[src/rtl/galaga_shot_arbiter_if.sv]
// Shot-lane bundle between the ship side and the shot arbiter.
// master = ship/player side, slave = arbiter.
interface galaga_shot_arbiter_if #(
  parameter int ROW_W   = 3,
  parameter int SCORE_W = 2
);
  logic               dp1;
  logic               dp2;
  logic               p1a;
  logic               p1b;
  logic               p1c;
  logic               p2a;
  logic               p2b;
  logic               p2c;
  logic               gnt1;
  logic               gnt2;
  logic               busy;
  logic               shot_owner;
  logic [2:0]         shot_col;
  logic [ROW_W-1:0]   shot_row;
  logic               hit1;
  logic               hit2;
  logic [SCORE_W-1:0] score1;
  logic [SCORE_W-1:0] score2;
  logic               done;
  logic               winner;

  modport master (
    output dp1, dp2,
    output p1a, p1b, p1c,
    output p2a, p2b, p2c,
    input  gnt1, gnt2, busy,
    input  shot_owner, shot_col, shot_row,
    input  hit1, hit2,
    input  score1, score2,
    input  done, winner
  );

  modport slave (
    input  dp1, dp2,
    input  p1a, p1b, p1c,
    input  p2a, p2b, p2c,
    output gnt1, gnt2, busy,
    output shot_owner, shot_col, shot_row,
    output hit1, hit2,
    output score1, score2,
    output done, winner
  );
endinterface

[src/rtl/galaga_shot_arbiter.sv]
// Shared shot-lane arbiter: grant, flight, hit/score, game over.
// Define SHOT_QUEUE_EN to remember presses that arrive while busy.
module galaga_shot_arbiter #(
  parameter int TRAVEL    = 4,
  parameter int STEP_DIV  = 1,
  parameter int COOLDOWN  = 2,
  parameter int WIN_SCORE = 3,
  parameter int ROW_W     = 3,
  parameter int SCORE_W   = 2
) (
  input logic                 clk,
  input logic                 rst,
  galaga_shot_arbiter_if.slave bus
);

  localparam int CW =
    (COOLDOWN > 0) ? $clog2(COOLDOWN + 1) : 1;
  localparam int SW =
    (STEP_DIV > 1) ? $clog2(STEP_DIV) : 1;

  typedef enum logic [2:0] {
    IDLE, LAUNCH, FLY, RESOLVE, OVER
  } state_t;

  state_t             state, state_d;
  logic               dp1_q, dp2_q;
  logic [CW-1:0]      cd, cd_d;
  logic [SW-1:0]      step, step_d;
  logic [ROW_W-1:0]   row, row_d;
  logic               prio, prio_d;
  logic               gnt1, gnt1_d;
  logic               gnt2, gnt2_d;
  logic               busy, busy_d;
  logic               owner, owner_d;
  logic [2:0]         col, col_d;
  logic               hit1, hit1_d;
  logic               hit2, hit2_d;
  logic [SCORE_W-1:0] sc1, sc1_d;
  logic [SCORE_W-1:0] sc2, sc2_d;
  logic               done, done_d;
  logic               win, win_d;

  logic               press1, press2;
  logic               req1, req2;
  logic               el1, el2;
  logic               g1, g2;
  logic               open;
  logic               hit, fin;
  logic [2:0]         pos1, pos2, opp;
  logic [SCORE_W-1:0] nsc;

  function automatic logic onehot3(
    input logic [2:0] v
  );
    return (v == 3'b100) || (v == 3'b010) ||
           (v == 3'b001);
  endfunction

  assign pos1   = {bus.p1a, bus.p1b, bus.p1c};
  assign pos2   = {bus.p2a, bus.p2b, bus.p2c};
  assign press1 = bus.dp1 & ~dp1_q;
  assign press2 = bus.dp2 & ~dp2_q;

`ifdef SHOT_QUEUE_EN
  logic pend1, pend2;

  assign req1 = press1 | pend1;
  assign req2 = press2 | pend2;

  // Flags live across busy/cooldown; wiped when the game ends.
  always_ff @(posedge clk) begin
    if (rst) begin
      pend1 <= 1'b0;
      pend2 <= 1'b0;
    end else if (state == OVER ||
                 state_d == OVER) begin
      pend1 <= 1'b0;
      pend2 <= 1'b0;
    end else begin
      pend1 <= (pend1 | press1) & ~g1;
      pend2 <= (pend2 | press2) & ~g2;
    end
  end
`else
  assign req1 = press1;
  assign req2 = press2;
`endif

  assign el1  = req1 & onehot3(pos1);
  assign el2  = req2 & onehot3(pos2);
  assign open = (state == IDLE) && (cd == '0);
  // prio=1 means P1 won last, so P2 takes the tie.
  assign g1   = open && el1 && (!el2 || !prio);
  assign g2   = open && el2 && !g1;

  assign opp  = owner ? pos1 : pos2;
  assign hit  = (col == opp);
  assign nsc  = (owner ? sc2 : sc1) +
                SCORE_W'(1);
  assign fin  = hit &&
                (nsc == SCORE_W'(WIN_SCORE));

  always_comb begin
    state_d = state;
    cd_d    = cd;
    step_d  = step;
    row_d   = row;
    prio_d  = prio;
    gnt1_d  = 1'b0;
    gnt2_d  = 1'b0;
    busy_d  = busy;
    owner_d = owner;
    col_d   = col;
    hit1_d  = 1'b0;
    hit2_d  = 1'b0;
    sc1_d   = sc1;
    sc2_d   = sc2;
    done_d  = done;
    win_d   = win;
    unique case (state)
      IDLE: begin
        if (cd != '0) begin
          cd_d = cd - CW'(1);
        end else if (g1 || g2) begin
          state_d = LAUNCH;
          gnt1_d  = g1;
          gnt2_d  = g2;
          busy_d  = 1'b1;
          owner_d = g2;
          col_d   = g2 ? pos2 : pos1;
          prio_d  = g1;
        end
      end
      LAUNCH: begin
        state_d = FLY;
        row_d   = '0;
        step_d  = '0;
      end
      FLY: begin
        if (step == SW'(STEP_DIV - 1)) begin
          step_d = '0;
          if (row == ROW_W'(TRAVEL - 1)) begin
            state_d = RESOLVE;
            row_d   = '0;
          end else begin
            row_d = row + ROW_W'(1);
          end
        end else begin
          step_d = step + SW'(1);
        end
      end
      RESOLVE: begin
        busy_d  = 1'b0;
        owner_d = 1'b0;
        col_d   = '0;
        if (hit && owner) begin
          hit2_d = 1'b1;
          sc2_d  = nsc;
        end else if (hit) begin
          hit1_d = 1'b1;
          sc1_d  = nsc;
        end
        if (fin) begin
          state_d = OVER;
          done_d  = 1'b1;
          win_d   = owner;
        end else begin
          state_d = IDLE;
          cd_d    = CW'(COOLDOWN);
        end
      end
      OVER: state_d = OVER;
      default: state_d = IDLE;
    endcase
  end

  always_ff @(posedge clk) begin
    if (rst) begin
      state <= IDLE;
      dp1_q <= 1'b0;
      dp2_q <= 1'b0;
      cd    <= '0;
      step  <= '0;
      row   <= '0;
      prio  <= 1'b0;
      gnt1  <= 1'b0;
      gnt2  <= 1'b0;
      busy  <= 1'b0;
      owner <= 1'b0;
      col   <= '0;
      hit1  <= 1'b0;
      hit2  <= 1'b0;
      sc1   <= '0;
      sc2   <= '0;
      done  <= 1'b0;
      win   <= 1'b0;
    end else begin
      state <= state_d;
      dp1_q <= bus.dp1;
      dp2_q <= bus.dp2;
      cd    <= cd_d;
      step  <= step_d;
      row   <= row_d;
      prio  <= prio_d;
      gnt1  <= gnt1_d;
      gnt2  <= gnt2_d;
      busy  <= busy_d;
      owner <= owner_d;
      col   <= col_d;
      hit1  <= hit1_d;
      hit2  <= hit2_d;
      sc1   <= sc1_d;
      sc2   <= sc2_d;
      done  <= done_d;
      win   <= win_d;
    end
  end

  assign bus.gnt1       = gnt1;
  assign bus.gnt2       = gnt2;
  assign bus.busy       = busy;
  assign bus.shot_owner = owner;
  assign bus.shot_col   = col;
  assign bus.shot_row   = row;
  assign bus.hit1       = hit1;
  assign bus.hit2       = hit2;
  assign bus.score1     = sc1;
  assign bus.score2     = sc2;
  assign bus.done       = done;
  assign bus.winner     = win;

endmodule

[src/flat_wrapper.sv]
// flat-port wrapper written by rule: the top's interface ports become plain ports
module galaga_shot_arbiter_flat 
#(
  parameter int TRAVEL    = 4,
  parameter int STEP_DIV  = 1,
  parameter int COOLDOWN  = 2,
  parameter int WIN_SCORE = 3,
  parameter int ROW_W     = 3,
  parameter int SCORE_W   = 2
)
  (clk, rst, bus_dp1, bus_dp2, bus_p1a, bus_p1b, bus_p1c, bus_p2a, bus_p2b, bus_p2c, bus_gnt1, bus_gnt2, bus_busy, bus_shot_owner, bus_shot_col, bus_shot_row, bus_hit1, bus_hit2, bus_score1, bus_score2, bus_done, bus_winner);
  galaga_shot_arbiter_if #(.ROW_W(ROW_W), .SCORE_W(SCORE_W)) bus_i ();
  input logic clk;
  input logic rst;
  input wire logic [$bits(bus_i.dp1)-1:0] bus_dp1;
  input wire logic [$bits(bus_i.dp2)-1:0] bus_dp2;
  input wire logic [$bits(bus_i.p1a)-1:0] bus_p1a;
  input wire logic [$bits(bus_i.p1b)-1:0] bus_p1b;
  input wire logic [$bits(bus_i.p1c)-1:0] bus_p1c;
  input wire logic [$bits(bus_i.p2a)-1:0] bus_p2a;
  input wire logic [$bits(bus_i.p2b)-1:0] bus_p2b;
  input wire logic [$bits(bus_i.p2c)-1:0] bus_p2c;
  output wire logic [$bits(bus_i.gnt1)-1:0] bus_gnt1;
  output wire logic [$bits(bus_i.gnt2)-1:0] bus_gnt2;
  output wire logic [$bits(bus_i.busy)-1:0] bus_busy;
  output wire logic [$bits(bus_i.shot_owner)-1:0] bus_shot_owner;
  output wire logic [$bits(bus_i.shot_col)-1:0] bus_shot_col;
  output wire logic [$bits(bus_i.shot_row)-1:0] bus_shot_row;
  output wire logic [$bits(bus_i.hit1)-1:0] bus_hit1;
  output wire logic [$bits(bus_i.hit2)-1:0] bus_hit2;
  output wire logic [$bits(bus_i.score1)-1:0] bus_score1;
  output wire logic [$bits(bus_i.score2)-1:0] bus_score2;
  output wire logic [$bits(bus_i.done)-1:0] bus_done;
  output wire logic [$bits(bus_i.winner)-1:0] bus_winner;
  assign bus_i.dp1 = bus_dp1;
  assign bus_i.dp2 = bus_dp2;
  assign bus_i.p1a = bus_p1a;
  assign bus_i.p1b = bus_p1b;
  assign bus_i.p1c = bus_p1c;
  assign bus_i.p2a = bus_p2a;
  assign bus_i.p2b = bus_p2b;
  assign bus_i.p2c = bus_p2c;
  assign bus_gnt1 = bus_i.gnt1;
  assign bus_gnt2 = bus_i.gnt2;
  assign bus_busy = bus_i.busy;
  assign bus_shot_owner = bus_i.shot_owner;
  assign bus_shot_col = bus_i.shot_col;
  assign bus_shot_row = bus_i.shot_row;
  assign bus_hit1 = bus_i.hit1;
  assign bus_hit2 = bus_i.hit2;
  assign bus_score1 = bus_i.score1;
  assign bus_score2 = bus_i.score2;
  assign bus_done = bus_i.done;
  assign bus_winner = bus_i.winner;
  galaga_shot_arbiter #(.TRAVEL(TRAVEL), .STEP_DIV(STEP_DIV), .COOLDOWN(COOLDOWN), .WIN_SCORE(WIN_SCORE), .ROW_W(ROW_W), .SCORE_W(SCORE_W)) u_core (.clk(clk), .rst(rst), .bus(bus_i));
endmodule
[config.mk]
export PLATFORM = sky130hd
export DESIGN_NAME = galaga_shot_arbiter_flat
export DESIGN_NICKNAME = d
export VERILOG_FILES = /design/src/rtl/galaga_shot_arbiter_if.sv /design/src/rtl/galaga_shot_arbiter.sv /design/src/flat_wrapper.sv
export SDC_FILE = /design/constraint.sdc
export NUM_CORES = 1
export LEC_CHECK = 0
export ABC_AREA = 0
export CORE_ASPECT_RATIO = 0.75
export CORE_MARGIN = 2
export CORE_UTILIZATION = 44
export CTS_CLUSTER_DIAMETER = 150
export CTS_CLUSTER_SIZE = 10
export DETAILED_ROUTE_END_ITERATION = 8
export PLACE_DENSITY = 0.74
export SYNTH_ARGS = -nofsm -noshare
export SYNTH_HDL_FRONTEND = slang
export SYNTH_SLANG_ARGS = --single-unit
[constraint.sdc]
create_clock -name clk -period 1.58 [get_ports clk]
set_input_delay 0.316 -clock clk [delete_from_list [all_inputs] [get_ports clk]]
set_output_delay 0.316 -clock clk [all_outputs]
set_load 0.01 [all_outputs]
-- Word-level counts from Yosys, hierarchy flattened
Cells that the tools add are included.
- multiplexer cells: 28
- reduce and logical (&&, ||, !) cells: 32
- eq/ne operators: 19
- add/subtract/negate cells: 4
- bitwise operators: 11
- operators with widths (cell ; count):
    3-bit two-way mux ; 11
    3-bit by 2-bit == test with 1-bit output (second input constant) ; 5
    3-bit case mux with 5 select lines ; 1
    3-bit case mux with 2 select lines ; 2
    3-bit AND reduction ; 4
    2-bit != test (second input constant) ; 5
    3-bit by 1-bit == test with 1-bit output (second input constant) ; 3
    3-bit == test (second input constant) ; 3
    1-bit logical AND ; 7
    1-bit two-way mux ; 7
    1-bit NOT ; 7
    1-bit logical OR ; 6
    2-bit two-way mux ; 3
    1-bit case mux with 2 select lines ; 3
    2-bit AND reduction ; 3
    2-bit nonzero test ; 3
    1-bit AND ; 4
    2-bit case mux with 2 select lines ; 1
    4-bit AND reduction ; 1
    4-bit OR reduction ; 1
    3-bit by 1-bit adder with 3-bit output (second input constant) ; 1
    3-bit == test ; 1
    1-bit zero test ; 3
    3-bit zero test ; 1
    8 further kinds ; 8
- output and inout bits: 18
- bits in registers: 27

-- Depth between registers and ports, before layout
Gate-level depths: netlist (run 1).
- depth after elaboration: 13
- depth in mapped cells: 7
- mapped depth without buffers: 7

-- Worst setup path before layout (run 1)
No wires, ideal clock.
- kind: register -> register
- from: register u_core.owner, in the netlist u_core.bus.shot_owner
- to: register u_core.sc1[0], in the netlist u_core.bus.score1[0]
- library setup time: 0.121 ns
- data arrival time: 1.639 ns
- period minus slack after synthesis: 1.759 ns
- path buffers: 0
- slack: -0.179 ns
- stages on the path, launching flop included: 6
- data required time: 1.459 ns
- cells stage by stage: dfxtp_1 > mux2i_1 > xnor2_1 > nor4_4 > and2_2 > mux2_2
- longest elaborated chain between the ends: 5
- elaborated cells between the ends (all ways): 7
- classes of those cells: 1 x add/sub; 1 x eq/ne; 2 x mux; 1 x bitwise; 2 x reduce/logical
- RTL lines (element ; line ; RTL):
    from (decl) ; galaga_shot_arbiter.sv:34 ; logic owner, owner_d;
    from (signal assigned) ; galaga_shot_arbiter.sv:208 ; owner <= owner_d;
    3-bit two-way mux ; galaga_shot_arbiter.sv:96 ; assign opp = owner ? pos1 : pos2;
    3-bit == test ; galaga_shot_arbiter.sv:97 ; assign hit = (col == opp);
    1-bit logical AND ; galaga_shot_arbiter.sv:156 ; if (hit && owner) begin
    1-bit NOT (no source line) ; - ;
    3-bit AND reduction (no source line) ; - ;
    to (signal assigned) ; galaga_shot_arbiter.sv:193 ; sc1 <= '0;
    to (signal assigned) ; galaga_shot_arbiter.sv:212 ; sc1 <= sc1_d;
    to (decl) ; galaga_shot_arbiter.sv:38 ; logic [SCORE_W-1:0] sc1, sc1_d;
Several ways; a longest one is shown, not always the timed one.
A chain may end at the register's enable or synchronous reset.

-- Final worst setup path (run 1)
Same ends and word-level chain as after synthesis.

==> run_results.csv, run 1 <==
group,metric,value,unit
synth,syn_area,0.00125,mm^2
place,dp_hpwl,2240,um
synth,synth_top_area_share,41.6,%
timing,tns,-0.131,ns
drt,maxUsedRoutingLayer,"met4",
cells_and_area,fin_nets,204,
worst_setup_path,r2r_end,"u_core.bus.score1[0]$_SDFFE_PP0P_",
cts,cts_sinks,26,
timing,fin_crit_sh,105,%
synth,synthAdderAreaFrac,3.00,%
cells_and_area,drive_above_1_share,39.2,%
drt,antenna_left,0,
global_routing,grt_pass1_vias,1158,
global_routing,globalRoute.totalOverflow,0,
place,gp_congestion,0.855,
job,drv_cap,0,
power_and_ir_drop,power_frac_seq,37.0,%
timing,max_freq,0.600,GHz
cts,path_clk_slew,0.08,ns
synth,yosys.area.top_type,"dfxtp_1",
synth,syn_avg_cell_area,9.40,um^2
synth,synth_seq_cells,26,
drt,num_vias,1171,
drt,wire_per_inst,14.5,um
synth,synthMuxAreaShare,8.21,%
drt,viasPerCell,5.20,
floorplan,num_io_pins,28,
global_routing,grt_pass1_wl,5060,um
timing,worstMarginPinSlew,0.403,ns
cts,clk_latency,0.27,ns
cts,clock_path_buffers,2,
worst_setup_path,critPathMaxFanout,5,
synth,seq_area_frac_synth,41.6,%
synth,synth.distinct_cells,44,
worst_setup_path,crit_start,"u_core.bus.shot_owner$_SDFFE_PP0P_",
drt,m1WireLength,1440,um
cells_and_area,layout_commonest_cell,"buf_4",
timing,clock_skew,0.00241,ns
drt,wl_met2,1690,um
cells_and_area,area_growth,53.4,%
synth,synth_edf_count,0,
power_and_ir_drop,leakagePower,0.000783,uW
cells_and_area,num_antenna_cells,0,
power_and_ir_drop,net-switching-power,743,uW
floorplan,coreArea,0.00266,mm^2
worst_setup_path,r2r_cells,5,
cells_and_area,multi_input_area,753,um^2
global_routing,grt_max_degree,14,
worst_setup_path,critPathCaptureType,"register",
synth,synth_nets,146,
cells_and_area,utilization,72.0,%
floorplan,die_w,65.5,um
power_and_ir_drop,p_sw_share,33.3,%
power_and_ir_drop,clock_power_share,16.4,%
power_and_ir_drop,peakVddDrop,893,uV
worst_setup_path,crit_type,"register to register",
timing,setup_violations,3,
floorplan,initial_core_util,46.9,%
status,failed_checks,"setup timing",
floorplan,die_h,50.2,um
worst_setup_path,cp.required,1.74,ns
cts,h-tree-depth,1,
worst_setup_path,reg2reg_slack,-0.09,ns
worst_setup_path,worst_ep_arrival_time,1.83,ns
synth,synth_compound_area_share,19.1,%
cts,cts_tree,"yes",
synth,yosys_most_used_dff,"dfxtp_1",
place,port_buffers,27,
cts,cts-root-buf,"clkbuf_8",
drt,drc,0,
worst_setup_path,critPathLaunchType,"register",
timing,drv_slew,0,
power_and_ir_drop,internal_power,1490,uW
timing,rsz0062_at_grt,"yes",
cts,cts_hold_buf,0,
floorplan,fp.dieArea,0.00329,mm^2
place,dpl-instance-area,0.00170,mm^2
worst_setup_path,r2r_start,"u_core.bus.shot_owner$_SDFFE_PP0P_",
drt,wl,3250,um
worst_setup_path,crit_end,"u_core.bus.score1[0]$_SDFFE_PP0P_",
synth,synth-simple-area-share,17.8,%
synth,synthCells,133,
min_path,hp-class,"primary input to register",
power_and_ir_drop,p_per_area,1160,mW/mm^2
cells_and_area,stdcell_area,0.00192,mm^2
floorplan,rows,16,
drt,drt_iter0_markers,37,
synth,synth_area_leaders,"dfxtp_1 42%, mux2i_1 6.4%, a21oi_1 4.0%, inv_1 3.3%, ha_1 3.0%",
timing,relSlewSlack,72.9,%
timing,hold_viol,0,
drt,drtPass1Iterations,4,
synth,yosys_warnings,0,
drt,wl_met3,83,um
cts,cts-buffers-inserted,3,
timing,finalCriticalPeriod,1.67,ns
cells_and_area,most-common-layout-cells,"29 x buf_4, 21 x clkdlybuf4s50_1, 19 x dfxtp_1",
timing,fin_ws,-0.0862,ns
synth,synth_top_family_by_area,"compound AO/OA/AOI/OAI gates",
power_and_ir_drop,pwr-share-comb,46.6,%
cells_and_area,nFillCells,204,
cells_and_area,seqCellArea,532,um^2
synth,async_flop_share,0,%
status,outcome,"finished with violations",
global_routing,grt_util_all_layers,20.1,%
synth,synth_xor_area_share,3.50,%
global_routing,grt_antenna_before_repair,0,
kinds of logic (layout without fill, tap and decap cells):
kind of cell,count (synthesis),in the layout
AO/OA/AOI/OAI,34,34
flip-flops,26,26
XOR/XNOR,5,5
buffers and inverters,17,73
multiplexers,10,10
adder cells (fa/ha/maj),3,3
AND/OR/NAND/NOR,38,38
routing by layer:
metal	global-route usage (%)	vias up
li1	-	585
met1	22.7	568
met2	35.9	14
met3	5.83	4
met4	7.64	0
met5	0	-
layout make-up:
type                            instances  share of cell area, %
Sequential cell                        26                   27.7
Inverter                               11                   2.15
Clock buffer                            3                   2.15
Tap cell                               36                   2.35
Multi-Input combinational cell         90                   39.3
Timing Repair Buffer                   59                   26.3
Yosys cell counts (2+ instances only):
cell / count
mux2_2: 2
a21oi_2: 2
nor3_1: 2
nand3_1: 4
o2111a_1: 2
ha_1: 3
o22ai_1: 3
xnor2_1: 3
a211oi_1: 2
o21ai_0: 4
buf_2: 2
nor2_1: 9
xor2_1: 2
nand3b_1: 2
inv_1: 11
and3_2: 2
a21oi_1: 10
dfxtp_1: 26
nor2b_1: 4
nand2_1: 6
o211ai_1: 2
mux2i_1: 8
power by group through the flow:
stage / Clock [uW] / Combinational (uW) / Sequential [uW]
finish: 366 / 1040 / 825
global route: 401 / 1120 / 833
CTS: 378 / 803 / 813
detailed placement: 0 / 725 / 823
global placement: 0 / 707 / 815
floorplan: 0 / 421 / 834
how the worst min path moves through the flow:
stage | startpoint | endpoint | slack, ns | cells after the start
floorplan | u_core.cd[0]$_SDFFE_PP0P_ | u_core.cd[0]$_SDFFE_PP0P_ | 0.43 | 1
global placement | u_core.cd[0]$_SDFFE_PP0P_ | u_core.cd[0]$_SDFFE_PP0P_ | 0.45 | 1
global route | bus_p1b | u_core.bus.shot_col[1]$_SDFFE_PP0P_ | 0.45 | 3
CTS | u_core.cd[0]$_SDFFE_PP0P_ | u_core.cd[0]$_SDFFE_PP0P_ | 0.46 | 1
detailed placement | u_core.bus.done$_SDFFE_PP0P_ | u_core.bus.done$_SDFFE_PP0P_ | 0.47 | 2
finish | bus_p2a | u_core.bus.shot_col[2]$_SDFFE_PP0P_ | 0.43 | 3
critical path: stages (launching register included):
cell and delay [ns]:
dfxtp_4 0.40, mux2i_4 0.25, xnor2_2 0.10, nor4_4 0.31
and2_4 0.21, mux2_4 0.29
sequential cells by signal (all words and copies together) (netlist names):
| register | count |
|---|---|
| u_core.bus.done | 1 |
| u_core.bus.gnt2 | 1 |
| u_core.bus.busy | 1 |
| u_core.dp1_q | 1 |
| u_core.bus.gnt1 | 1 |
| u_core.prio | 1 |
| u_core.bus.hit1 | 1 |
| u_core.dp2_q | 1 |
| u_core.bus.shot_owner | 1 |
| u_core.bus.score2 | 2 |
| u_core.cd | 2 |
| u_core.bus.score1 | 2 |
| u_core.bus.shot_row | 3 |
| u_core.state | 3 |
| u_core.bus.shot_col | 3 |
| u_core.bus.hit2 | 1 |
| u_core.bus.winner | 1 |
metrics by stage:
| stage | total power, uW | setup slack [ns] | hold slack (ns) | instances |
|---|---|---|---|---|
| floorplan | 1260 | -0.0625 | 0.431 | 133 |
| global placement | 1520 | -0.517 | 0.445 | 212 |
| detailed placement | 1550 | -0.652 | 0.465 | 212 |
| CTS | 1990 | -0.103 | 0.461 | 219 |
| global route | 2350 | -0.143 | 0.450 | 225 |
| finish | 2230 | -0.0862 | 0.431 | 225 |
timing repair:
action                     in CTS  in global routing
resized for setup              22                 22
buffers inserted                4                  6
setup endpoints to repair      17                 16
pin swaps                      12                  8
Power figures use the tool's default switching activity.
==> run 2, diff against run 1 <==
- CTS_CLUSTER_DIAMETER: 150 -> 100
==> results of run 2 <==
The final DEF is identical to that of run 1; final timing and power are the same.
